$ cat config.mk
export PLATFORM = sky130hd
export DESIGN_NAME = iterative_muldiv
export DESIGN_NICKNAME = d
export VERILOG_FILES = /design/src/rtl/iterative_muldiv.sv
export SDC_FILE = /design/constraint.sdc
export NUM_CORES = 1
export LEC_CHECK = 0
export BUFFER_PORTS_ARGS = -buffer_cell sky130_fd_sc_hd__clkbuf_2
export CORE_AREA = 2 2 258 260
export CTS_BUF_LIST = sky130_fd_sc_hd__clkbuf_16
export CTS_CLUSTER_SIZE = 25
export DETAILED_ROUTE_END_ITERATION = 10
export DIE_AREA = 0 0 260 262
export PLACE_DENSITY = 0.57
export SLEW_MARGIN = 20
export SYNTH_ARGS = -nofsm -noshare
export SYNTH_HDL_FRONTEND = slang
export SYNTH_SLANG_ARGS = --single-unit
export TNS_END_PERCENT = 5
$ cat constraint.sdc
create_clock -name Clk -period 4.6 [get_ports Clk]
set_input_delay 0.69 -clock Clk [delete_from_list [all_inputs] [get_ports Clk]]
set_output_delay 0.69 -clock Clk [all_outputs]
set_load 0.005 [all_outputs]
$ cat src/rtl/iterative_muldiv.sv
// iterative_muldiv: radix-2 multi-cycle MUL/UMULH/UDIV/SDIV unit for the LEGv8 datapath.
// Fixed WIDTH+1 cycle CALC phase (WIDTH steps plus one finalize edge), then a one-cycle FIN.
module iterative_muldiv #(
    parameter int WIDTH = 64
) (
    input  logic             Clk,
    input  logic             ResetL,
    input  logic             Start,
    input  logic [1:0]       Op,
    input  logic [WIDTH-1:0] OperandA,
    input  logic [WIDTH-1:0] OperandB,
    input  logic [4:0]       RdIn,
    output logic             Busy,
    output logic             Done,
    output logic [WIDTH-1:0] Result,
    output logic [4:0]       RdOut,
    output logic             DivZero
);
    localparam int CW = $clog2(WIDTH + 1);
    localparam logic [1:0] OP_MUL = 2'b00, OP_UMULH = 2'b01, OP_SDIV = 2'b11;

    typedef enum logic [1:0] {IDLE, CALC, FIN} state_t;
    state_t state, state_n;

    logic [1:0]       op;
    logic [4:0]       rd;
    logic             neg;
    logic [CW-1:0]    cnt;
    logic [WIDTH-1:0] acc, mq, b;
    logic [WIDTH-1:0] acc_n, mq_n, diff, fin;
    logic [WIDTH:0]   sum, sh;
    logic             is_div, ge, dz, last;

    // acc:mq is the product (high:low) for multiply, remainder:quotient for divide
    always_comb begin
        is_div = op[1];
        last   = cnt == CW'(WIDTH);
        sum    = {1'b0, acc} + (mq[0] ? {1'b0, b} : '0);
        sh     = {acc, mq[WIDTH-1]};
        ge     = sh >= {1'b0, b};
        diff   = sh[WIDTH-1:0] - b;
        acc_n  = is_div ? (ge ? diff : sh[WIDTH-1:0]) : sum[WIDTH:1];
        mq_n   = is_div ? {mq[WIDTH-2:0], ge} : {sum[0], mq[WIDTH-1:1]};
        dz     = is_div && b == '0;
        fin    = dz ? '0 : op == OP_MUL ? mq : op == OP_UMULH ? acc : neg ? -mq : mq;
    end

    always_comb begin
        state_n = IDLE;
        if (state == IDLE)
            state_n = Start ? CALC : IDLE;
        else if (state == CALC)
            state_n = last ? FIN : CALC;
    end

    always_ff @(posedge Clk or negedge ResetL)
        if (!ResetL)
            state <= IDLE;
        else
            state <= state_n;

    always_ff @(posedge Clk or negedge ResetL) begin
        if (!ResetL) begin
            op      <= '0;
            rd      <= '0;
            neg     <= 1'b0;
            cnt     <= '0;
            acc     <= '0;
            mq      <= '0;
            b       <= '0;
            Result  <= '0;
            RdOut   <= '0;
            DivZero <= 1'b0;
        end else if (state == IDLE && Start) begin
            op  <= Op;
            rd  <= RdIn;
            cnt <= '0;
            acc <= '0;
            // SDIV works on magnitudes; the sign is reapplied when finalizing
            neg <= Op == OP_SDIV && (OperandA[WIDTH-1] ^ OperandB[WIDTH-1]);
            mq  <= (Op == OP_SDIV && OperandA[WIDTH-1]) ? -OperandA : OperandA;
            b   <= (Op == OP_SDIV && OperandB[WIDTH-1]) ? -OperandB : OperandB;
        end else if (state == CALC) begin
            if (last) begin
                Result  <= fin;
                RdOut   <= rd;
                DivZero <= dz;
            end else begin
                acc <= acc_n;
                mq  <= mq_n;
            end
            cnt <= cnt + 1'b1;
        end
    end

    assign Busy = state != IDLE;
    assign Done = state == FIN;
endmodule
==> summary.md <==
| Metric | Value |
|---|---|
| Outcome | completed |
| Mapped cell area | 25900 um^2 |
| Crit-path cells | inv_1, ha_1, inv_1, fa_1, a211oi_1, o21ai_0, a21oi_1, o211ai_1, a211oi_1, buf_4, a21oi_1, a21boi_0, xor2_1, o211ai_1, a32o_1 |
| Slowest CP cell | fa_1 |
| Crit end category | flop |
| Initial antenna violation count | 0 |
| Die Ht | 262 um |
| Worst-margin pin slew | 1.16 ns |
| Hold Crit Class | input port to asynchronous set/reset pin |
| DP HPWL | 78100 um |
| Gpl congestion | 1.04 |
| Max cap viols | 0 |
| Clock sink count | 279 |
| Maximum vdd drop | 344 uV |
| Avg Synthesized Cell Area | 7.57 um^2 |
| Total GRT Usage | 29.1% |
| Post-synth cell types | 86 |
| CTS Buffer Depth | 3 |
| Clock root buffer | clkbuf_16 |
| Core footprint | 65300 um^2 |
| Post-CTS Resized | 0 |
| Top Ports | 210 |
| Worst path max stage delay | 0.42 ns |
| Drt first pass iters | 6 |
| Synth-to-Final Area Change | 12.6% |
| CTS buffer count | 38 |
| Setup TNS | 0 ns |
| Clk Latency, worst-skew pair | 0.57 ns |
| Initial Utilization | 39.7% |
| Post-route antenna net violation count | 0 |
| Antenna diodes | 0 |
| Top Family by Delay on Critical Path | compound AO/OA/AOI/OAI gates |
| Post-route DRC | 0 |
| First-pass GRT wire length | 152000 um |
| Slew Limit Fails | 0 |
| Synth area leader | dfrtp_1 |
| Critical Path RT | 5.05 ns |
| Clock skew | 0.0182 ns |
| Crit path launch type | flop |
| Net Count, Synth | 3693 |
| Leakage | 12.6 nW |
| Ys Warns | 0 |
| Final nets | 3806 |
| Top cell type's share of synthesized area | 27.0% |
| Cell count after synthesis | 3420 |
| Hold_buf cts | 0 |
| Main synth FF type | dfrtp_1 |
| Port Buffers | 209 |
| Largest net degree at the start of global routing | 167 |
| Area contributors post-synth | dfrtp_1, o21ai_0, nand2_1 |
| WS Path Type | flop to flop |
| Die footprint | 68100 um^2 |
| Initial drt markers | 2652 |
| Rows | 94 |
| FF-to-FF path depth | 15 |
| GR Overflow Total | 0 |
| Fin crit share | 94.0% |
| RSZ-0062 raised after global routing | false |
| Die width | 260 um |
| Most frequent cells in the layout | nand2_1, o21ai_0, a21oi_1 |
| Final Hold Viols | 0 |
| CTS tree | done |
| H-tree depth | 2 |
| CP bufs+invs | 3 |
| Fmax | 231 MHz |
| Fin cells | 4421 |
| Placed instance count | 4357 |
| Crit Path Max Fanout | 4 |
| Final min period | 4.33 ns |
| Rel. slew slack | 22.9% |
| Pwr Total | 0.0271 W |
| Worst-path clk slew | 0.06 ns |
| Placement Cell Area | 27900 um^2 |
| Via Count | 26384 |
| Register area share after synthesis | 27.0% |
| Setup Fix Bufs, Post-CTS | 0 |
| Vias in the first global route | 24594 |
| Share of layout cells above drive strength 1 | 11.6% |
| WL/cell | 23.0 um |
| Via/cell ratio | 5.97 |
| WP depth | 15 |
| Worst EP arrival | 4.78 ns |
| Post-Layout Inst Area | 29100 um^2 |
| Commonest non-fill, non-tap cell in the layout | nand2_1 |
| Flops & latches, synth | 279 |
| Synth async-reset ratio | 100% |
| Post-synth EDFFs | 0 |
| DRT Wirelength | 101000 um |
| Power density over the cells | 930 nW/um^2 |
| Final setup fails | 0 |
worst reg2reg max path: cells and delay by family (launching register included):
kind / cells / cell delay (ns)
AO/OA/AOI/OAI: 9 / 2.51
XOR/XNOR: 1 / 0.27
adder cells (fa/ha/maj): 2 / 0.61
buffers and inverters: 3 / 0.43
flip-flops: 1 / 0.41
kinds of logic after synthesis:
| logic type | synth area share (%) |
|---|---|
| mux | 5.30 |
| compound gates | 26.4 |
| flops | 27.0 |
| fa+ha+maj | 6.58 |
| xor+xnor | 9.78 |
| buf+inv | 5.07 |
| simple gates | 19.9 |
flip-flops by register name (all words and copies together), names as in the netlist, 5 cells and up:
name / count
cnt: 7
rd: 5
mq: 64
RdOut: 5
Result: 64
b: 64
acc: 64
layer usage:
metal	GRT usage [%]	routed length [um]
met1	40.5	44700
met2	45.2	44900
met3	3.81	6960
met4	12.7	4860
met5	0	0
path summary, 6_finish.rpt:
kind / start / to / slack, ns
setup / recovery: mq[63]$_DFFE_PN0P_ / acc[56]$_DFFE_PN0P_ / 0.27
min in group Clk: RdIn[1] / rd[1]$_DFFE_PN0P_ / 0.32
max in group asynchronous: ResetL / op[1]$_DFFE_PN0P_ / 3.44
setup reg to reg: mq[63]$_DFFE_PN0P_ / acc[56]$_DFFE_PN0P_ / 0.27
hold / removal: ResetL / Result[43]$_DFFE_PN0P_ / 0.11
hold reg to reg: rd[0]$_DFFE_PN0P_ / RdOut[0]$_DFFE_PN0P_ / 0.46
cell usage after synthesis (22+ instances only):
cell type and instances:
dfrtp_1 279, nand4_1 44, nand3_1 64, nor2_1 289, mux2i_1 100, o21ai_0 402, a31oi_1 23, nor4_1 43
nand2b_1 25, mux2_2 33, a21o_1 42, and3_1 31, ha_1 133, nor3_1 65, nand2_1 444, a21oi_1 297
a22oi_1 35, a211oi_1 22, o31ai_1 47, nor2b_1 22, xnor2_1 164, o21a_1 23, inv_1 120, o211ai_1 88
clkbuf_1 196, xor2_1 125
per-stage QoR:
stage          setup slack (ns)  hold slack, ns  utilization (%)
2_1_floorplan             0.611           0.394                -
3_3_place_gp              0.354           0.451             42.8
3_5_place_dp              0.284           0.453             42.8
4_1_cts                   0.246           0.126             44.6
5_1_grt                  0.0309           0.149             44.7
6_report                  0.275           0.114             44.7
area by class of cell:
cell class	count	area, um^2
Timing Repair Buffer	293	1770
Clock buffer	38	951
Fill cell	6785	36100
Sequential cell	279	6990
Inverter	121	455
Tap cell	864	1080
Multi-Input combinational cell	2800	17600
Clock inverter	26	258
report_power, final:
group | total (W) | internal, W | switching, W
Sequential | 0.00559 | 0.00365 | 0.00194
Combinational | 0.0185 | 0.00714 | 0.0114
Clock | 0.00302 | 0.00177 | 0.00124
(Power assumes the default switching activity.)
